<file path="src/rtl/fir_filter_param.sv">
// Direct-form FIR filter with serially loaded coefficients, a registered product
// stage, half-up rounding and saturation to a WL-bit output with sticky overflow.

module fir_filter_param_tap #(
   parameter int WL = 8
) (
   input  logic              clk,
   input  logic              reset_n,
   input  logic              clr,
   input  logic [WL-1:0]     h,
   input  logic [WL-1:0]     d,
   output logic [2*WL-1:0]   p
);
   logic signed [2*WL-1:0] he, de;

   assign he = {{WL{h[WL-1]}}, h};
   assign de = {{WL{d[WL-1]}}, d};

   always_ff @(posedge clk or negedge reset_n) begin
      if (!reset_n)  p <= '0;
      else if (clr)  p <= '0;
      else           p <= he * de;
   end
endmodule

module fir_filter_param #(
   parameter int WL   = 8,
   parameter int WF   = 6,
   parameter int TAPS = 3
) (
   input  logic          clk,
   input  logic          reset_n,
   input  logic          coef_load,
   input  logic [WL-1:0] coef_in,
   output logic          coef_ready,
   input  logic          x_valid,
   input  logic [WL-1:0] x,
   output logic          x_ready,
   output logic [WL-1:0] y,
   output logic          y_valid,
   output logic          ovf,
   input  logic          ovf_clr
);
   localparam int CW     = $clog2(TAPS + 1);
   localparam int SW     = 2*WL + $clog2(TAPS);
   localparam int STAGES = 2;
   localparam logic signed [SW-1:0] RND  = SW'(2**(WF-1));
   localparam logic signed [SW-1:0] MAXV = SW'(2**(WL-1) - 1);
   localparam logic signed [SW-1:0] MINV = ~MAXV;

   typedef enum logic {LOAD, RUN} state_t;

   state_t                     state;
   logic [CW-1:0]              cnt;
   logic [TAPS-1:0][WL-1:0]    h;
   logic [TAPS-1:0][WL-1:0]    d;
   logic [TAPS-1:0][2*WL-1:0]  p;
   logic [STAGES:0]            vld_pipe;
   logic                       flush, accept;
   logic signed [SW-1:0]       acc, rnd;
   logic                       sat_hi, sat_lo;
   logic [WL-1:0]              y_next;

   // A coefficient strobe while running restarts loading and discards any
   // sample presented in the same cycle.
   assign flush   = coef_ready & coef_load;
   assign accept  = coef_ready & x_valid & ~coef_load;
   assign x_ready = coef_ready;
   assign y_valid = vld_pipe[STAGES];

   always_ff @(posedge clk or negedge reset_n) begin
      if (!reset_n) begin
         state      <= LOAD;
         coef_ready <= 1'b0;
         cnt        <= '0;
         h          <= '0;
      end else if (coef_load) begin
         // First word loaded drifts down to h[0] after TAPS loads.
         h <= {coef_in, h[TAPS-1:1]};
         if (state == RUN) begin
            state      <= LOAD;
            coef_ready <= 1'b0;
            cnt        <= CW'(1);
         end else if (cnt == CW'(TAPS-1)) begin
            state      <= RUN;
            coef_ready <= 1'b1;
            cnt        <= '0;
         end else begin
            cnt <= cnt + CW'(1);
         end
      end
   end

   always_ff @(posedge clk or negedge reset_n) begin
      if (!reset_n) begin
         d        <= '0;
         vld_pipe <= '0;
      end else begin
         if (flush)       d <= '0;
         else if (accept) d <= {d[TAPS-2:0], x};
         vld_pipe <= flush ? '0 : {vld_pipe[STAGES-1:0], accept};
      end
   end

   genvar k;
   generate
      for (k = 0; k < TAPS; k++) begin : g_tap
         fir_filter_param_tap #(.WL(WL)) u_tap (
            .clk     (clk),
            .reset_n (reset_n),
            .clr     (flush),
            .h       (h[k]),
            .d       (d[k]),
            .p       (p[k])
         );
      end
   endgenerate

   always_comb begin
      acc = '0;
      for (int i = 0; i < TAPS; i++)
         acc = acc + $signed({{(SW-2*WL){p[i][2*WL-1]}}, p[i]});
      rnd    = (acc + RND) >>> WF;
      sat_hi = rnd > MAXV;
      sat_lo = rnd < MINV;
      y_next = sat_hi ? MAXV[WL-1:0] : (sat_lo ? MINV[WL-1:0] : rnd[WL-1:0]);
   end

   always_ff @(posedge clk or negedge reset_n) begin
      if (!reset_n) begin
         y   <= '0;
         ovf <= 1'b0;
      end else begin
         if (vld_pipe[STAGES-1] && !flush) y <= y_next;
         ovf <= (ovf & ~ovf_clr) | (vld_pipe[STAGES-1] & ~flush & (sat_hi | sat_lo));
      end
   end
endmodule
</file>
<file path="config.mk">
export PLATFORM = sky130hd
export DESIGN_NAME = fir_filter_param
export DESIGN_NICKNAME = d
export VERILOG_FILES = /design/src/rtl/fir_filter_param.sv
export SDC_FILE = /design/constraint.sdc
export NUM_CORES = 1
export LEC_CHECK = 0
export ABC_AREA = 1
export CAP_MARGIN = 40
export CORE_MARGIN = 1.5
export CORE_UTILIZATION = 60
export CTS_CLUSTER_DIAMETER = 60
export DETAILED_ROUTE_END_ITERATION = 12
export PLACE_DENSITY = 0.78
export SLEW_MARGIN = 5
export SYNTH_ARGS = -nofsm -noshare
export SYNTH_HDL_FRONTEND = slang
export SYNTH_SLANG_ARGS = --single-unit
</file>
<file path="constraint.sdc">
create_clock -name clk -period 4.7 [get_ports clk]
set_input_delay 1.41 -clock clk [delete_from_list [all_inputs] [get_ports clk]]
set_output_delay 1.41 -clock clk [all_outputs]
set_load 0.02 [all_outputs]
</file>
# == Word level (Yosys, flattened, before mapping) ==
# Index checks and enable logic that the tools add are counted.
# op_classes
multipliers,3
n_mux,14
eq_ne,1
reduce_logical,5
n_lt_le_gt_ge,2
add_sub_neg,4
bitwise_logic,11
# op_table
cell,count
multiplier 8 x 8 -> 16 bit,3
2-to-1 mux 16 bit,3
2-to-1 mux 24 bit,2
adder 17 x 16 -> 18 bit,1
adder 18 x 7 -> 18 bit (second input constant),1
adder 16 x 16 -> 17 bit,1
2-to-1 mux 8 bit,2
greater-than comparator 12 x 8 -> 1 bit (second input constant),1
less-than comparator 12 x 8 -> 1 bit (second input constant),1
bitwise AND 1 bit,6
2-to-1 mux 1 bit,4
2-to-1 mux 2 bit,2
nonzero test 2 bit,2
2-to-1 mux 3 bit,1
inverter 1 bit,3
adder 2 x 1 -> 2 bit (second input constant),1
equality test 2 bit (second input constant),1
bitwise OR 1 bit,2
AND reduction 2 bit,1
logical AND 1 bit,1
logical NOT 1 bit,1
# totals
wordCells,55
output_inout_bits,12
in_bits,21
register_bits,112

# == Longest topological paths before layout ==
# logic_depth
ltp_word,7
mapped_depth,21
ltp_nobuf,20

# == By module ==
# From an unflattened synthesis, not the netlist that was laid out.
# unflattened
cells_unflattened,1837
area_unflattened_um2,13765.7
# modules_own_cells
module,instances,seq_area_each_um2,cells_each,area_each_um2
fir_filter_param,1,1601.5,513,4025.1
fir_filter_param_tap (g_tap[2].u_tap),1,400.4,450,3266.9
fir_filter_param_tap (g_tap[0].u_tap),1,400.4,441,3255.6
fir_filter_param_tap (g_tap[1].u_tap),1,400.4,433,3218.1

# == Worst setup path after synthesis ==
# No wires, ideal clock.
# synth_path
path_type,reg2reg
start,register d[2] (netlist bit)
end,register g_tap[0].u_tap.p[14]
arrival_time_ps,4039
path_stages_with_launch,19
n_path_buf,1
setup_time_ps,77
t_required_ps,4623
setup_slack_ps,583
period_less_slack_ps,4117
path_cell_list,dfrtp_1 clkbuf_1 nand2_1 inv_1 fa_1 inv_1 fa_1 inv_1 fa_1 inv_1 fa_1 inv_1 ha_1 inv_1 nor3_1 nand3_1 o2111ai_1 o21ai_0 a21oi_1
# synth_via
elab_chain_len,2
# synth_rtl
item,line_no,rtl
from (decl),56,logic [TAPS-1:0][WL-1:0] d;
from (signal assigned),100,"else if (accept) d <= {d[TAPS-2:0], x};"
multiplier 8 x 8 -> 16 bit,22,else p <= he * de;
2-to-1 mux 16 bit,21,else if (clr) p <= '0;
to (signal assigned),22,
to (decl),12,output logic [2*WL-1:0] p
# Every way passes these cells.
# A chain may end at the register's enable or synchronous reset.

# == Worst setup path after layout ==
# layout_path
start,register h[14] (netlist bit)
end,register g_tap[1].u_tap.p[12]
# layout_via
elab_chain_len,2
# layout_rtl
item,line_no,rtl
from (decl),55,logic [TAPS-1:0][WL-1:0] h;
from (signal assigned),79,"h <= {coef_in, h[TAPS-1:1]};"
multiplier 8 x 8 -> 16 bit,22,
2-to-1 mux 16 bit,21,
to (signal assigned),22,
to (decl),12,
# Every way passes these cells.

==> metrics.log <==
[metrics] run status: completed
[metrics] Detailed Routing Iterations Pass 1: 7
[metrics] count of pins on the block boundary: 33
[metrics] clock-pin slew on the worst setup and hold paths: 0.08 ns
[metrics] maximum number of pins on one net before global-route repair: 64
[metrics] worst slack on hold paths: 0.502 ns
[metrics] number of buffers on the longest clock path: 2
[metrics] remaining max-slew budget at the tightest pin: 54.1%
[metrics] launching element type of the critical path: flop
[metrics] share of the clock period used by the worst path after layout: 95.4%
[metrics] reg2reg setup slack: 0.21 ns
[metrics] area of all placed cells without fillers: 0.0139 mm2
[metrics] Row Count: 53
[metrics] vias after detailed routing: 9898
[metrics] Routability Congestion: 0.965
[metrics] sort of element at the end of the critical path: flop
[metrics] total power consumption of the routed design: 7.01 mW
[metrics] synthesized netlist net count: 1950
[metrics] worst-case reg-to-reg path depth: 18
[metrics] hold depth: 2
[metrics] vias in the first global route: 10441
[metrics] Worst Hold Class: reg2reg
[metrics] number of distinct library cells after synthesis: 35
[metrics] Diodes inserted: 0
[metrics] most common cell after layout, fill and taps aside: inv_1
[metrics] commonest cells after routing, fill and taps aside: inv_1, nand2_1, fa_1, ha_1, dfrtp_1
[metrics] count of final setup violators: 0
[metrics] floorplan die area: 0.0226 mm2
[metrics] routed wirelength normalized by instance count: 15.4 um
[metrics] VDD IR-drop max: 0.254 mV
[metrics] end point of the most critical hold path: vld_pipe[1]
[metrics] hold_buf cts: 0
[metrics] Residual DRC: 0
[metrics] final critical path time including I/O delays and setup: 4.49 ns
[metrics] leakage: 8.05 nW
[metrics] synthesized area divided by synthesized cell count: 7.98 um2
[metrics] global-route usage over all layers: 28.6%
[metrics] max capacitance violation total: 0
[metrics] Final HPWL DP: 23.9 mm
[metrics] Final Util: 65.9%
[metrics] sequential area share after synthesis: 21.5%
[metrics] max frequency: 223 MHz
[metrics] drt first-iter violations: 617
[metrics] post-CTS setup repair buffer count: 0
[metrics] number of buffers created by CTS: 9
[metrics] launch point of the worst reg-to-reg path: h[14]
[metrics] CP Data Required Time: 4.98 ns
[metrics] remaining global-route overflow: 0
[metrics] fill cell count: 1741
[metrics] share of post-route cells with drive strength above 1: 3.00%
[metrics] critical setup path kind: reg2reg
[metrics] H-tree level count: 3
[metrics] area delta synth->final: 6.97%
[metrics] Chip Width: 150 um
[metrics] number of cells in the finished layout apart from fillers: 1906
[metrics] number of hold violations in the final report: 0
[metrics] startpoint of the worst hold path: vld_pipe[0]
[metrics] power density normalized to cell area: 503 mW/mm2
[metrics] number of antenna-violating nets in the routed design: 0
[metrics] Placement Cell Area: 0.0136 mm2
[metrics] number of placed instances with taps included: 1890
[metrics] CTS sink cnt: 112
[metrics] TritonCTS clock tree: done
[metrics] Syn Std Cell Area: 0.0130 mm2
[metrics] Arr. time, crit path: 4.76 ns
[metrics] Final Skew: 0.0118 ns
[metrics] Critical Path Fanout Max: 9
[metrics] worst-case setup slack after placement: 0.226 ns
[metrics] number of antenna violations at the first check in global routing: 0
[metrics] number of vias per cell after detailed routing: 5.19
[metrics] crit path setup slack, layout: 0.215 ns
[metrics] pin slew with the least headroom to its limit: 0.686 ns
[metrics] vertical extent of the die: 150 um
[metrics] clock latency on the worst-skew pair: 0.37 ns
[metrics] I/O Buffers: 32
[metrics] count of warnings emitted by yosys: 0
[metrics] synthesis-stage register bit count: 112
[metrics] Starting Density: 61.6%
[metrics] Post-Syn Instances: 1632
[metrics] Max Slew Vio Count: 0
[metrics] core region area: 0.0212 mm2
[metrics] Root Driver: clkbuf_16
[metrics] summed negative setup slack over all endpoints: 0 ns
[metrics] final routed wirelength across all metal layers: 29.3 mm
[metrics] total number of nets in the final design: 1944
[metrics] Reg2Reg Capture Point: g_tap[1].u_tap.p[12]
[metrics] global-route wire length before repair: 49.8 mm
==> how the worst max path moves through the flow <==
stage / cells after the start / from / to
after floorplan: 18 / d[2] / g_tap[0].u_tap.p[14]
after global placement: 15 / d[7] / g_tap[0].u_tap.p[13]
after detailed placement: 16 / d[7] / g_tap[0].u_tap.p[12]
after CTS: 17 / d[2] / g_tap[0].u_tap.p[14]
after global routing: 16 / d[7] / g_tap[0].u_tap.p[12]
final: 18 / h[14] / g_tap[1].u_tap.p[12]
==> state kept, by name, indices dropped and copies added (netlist names) <==
name,cells
cnt,2
coef_ready,1
d,24
g_tap.u_tap.p,48
h,24
ovf,1
state,1
vld_pipe,3
y,8
==> cell families (layout without fill, tap and decap cells) <==
logic type	Yosys count	in the layout	share of synthesized area, %
buffers and inverters	541	540	15.6
AO/OA/AOI/OAI	165	165	6.86
AND/OR/NAND/NOR	480	480	14.5
adder cells (fa/ha/maj)	297	297	38.9
flip-flops	112	112	21.5
XOR/XNOR	37	37	2.55
==> critical path, cell delays in order (launching register included) <==
cell and delay [ns]:
dfrtp_1 0.50, nand2_1 0.11, inv_1 0.06, fa_1 0.52, inv_1 0.06, fa_1 0.51
inv_1 0.06, fa_1 0.53, inv_1 0.05, fa_1 0.48, inv_1 0.04, ha_1 0.36
a21oi_2 0.21, o21ai_0 0.15, a21oi_1 0.23, nor2_1 0.08, o31ai_2 0.20, o21ai_0 0.10
a21oi_1 0.14
==> synth_stat cells, drive strengths merged <==
library cell,number,area [um2]
xnor2,21,184
o21ai,67,335
o2111ai,4,35.0
a21oi,71,370
nor3,8,40.0
a211oi,1,7.51
nand3,38,190
fa,180,3600
o22ai,12,75.1
a31oi,4,25.0
o31ai,1,7.51
o211ai,2,15.0
xor2,16,148
o21bai,2,15.0
and3,2,12.5
clkinv,3,11.3
ha,117,1460
buf,5,23.8
dfrtp,112,2800
nor2,71,269
or2,4,25.0
o21a,1,7.51
clkbuf,54,203
nand2,353,1330
inv,479,1800
nand4,4,25.0
==> report_power, final <==
part           leakage (nW)  internal [mW]  total, mW  switching [mW]
clock network         0.166          0.491      0.871           0.380
logic                  6.43           1.72       4.57            2.85
registers              1.45           1.24       1.57           0.332
total                  8.05           3.45       7.01            3.56
==> layout make-up <==
type                            instances  area, um2  area share, %
Multi-Input combinational cell        979       8200           58.9
Sequential cell                       112       2810           20.2
Inverter                              482       1810           13.0
Timing Repair Buffer                   42        433           3.11
Tap cell                              275        344           2.47
Clock buffer                           10        239           1.72
Clock inverter                          6       97.6          0.700
==> what timing repair did <==
action / in CTS / in global routing
endpoints found under the hold margin: 0 / 0
setup endpoints to repair: 0 / 5
gates resized for setup: 0 / 10
==> routing by layer <==
layer  global-route usage (%)  vias to the layer above  wire length, um
li1                         -                     4743                -
met5                        0                        -                0
met2                     48.8                      276            14500
met4                     12.1                        0             1140
met3                     3.55                       68             1340
met1                     36.9                     4811            12400
Note: power is estimated with default switching activity, not from simulation.
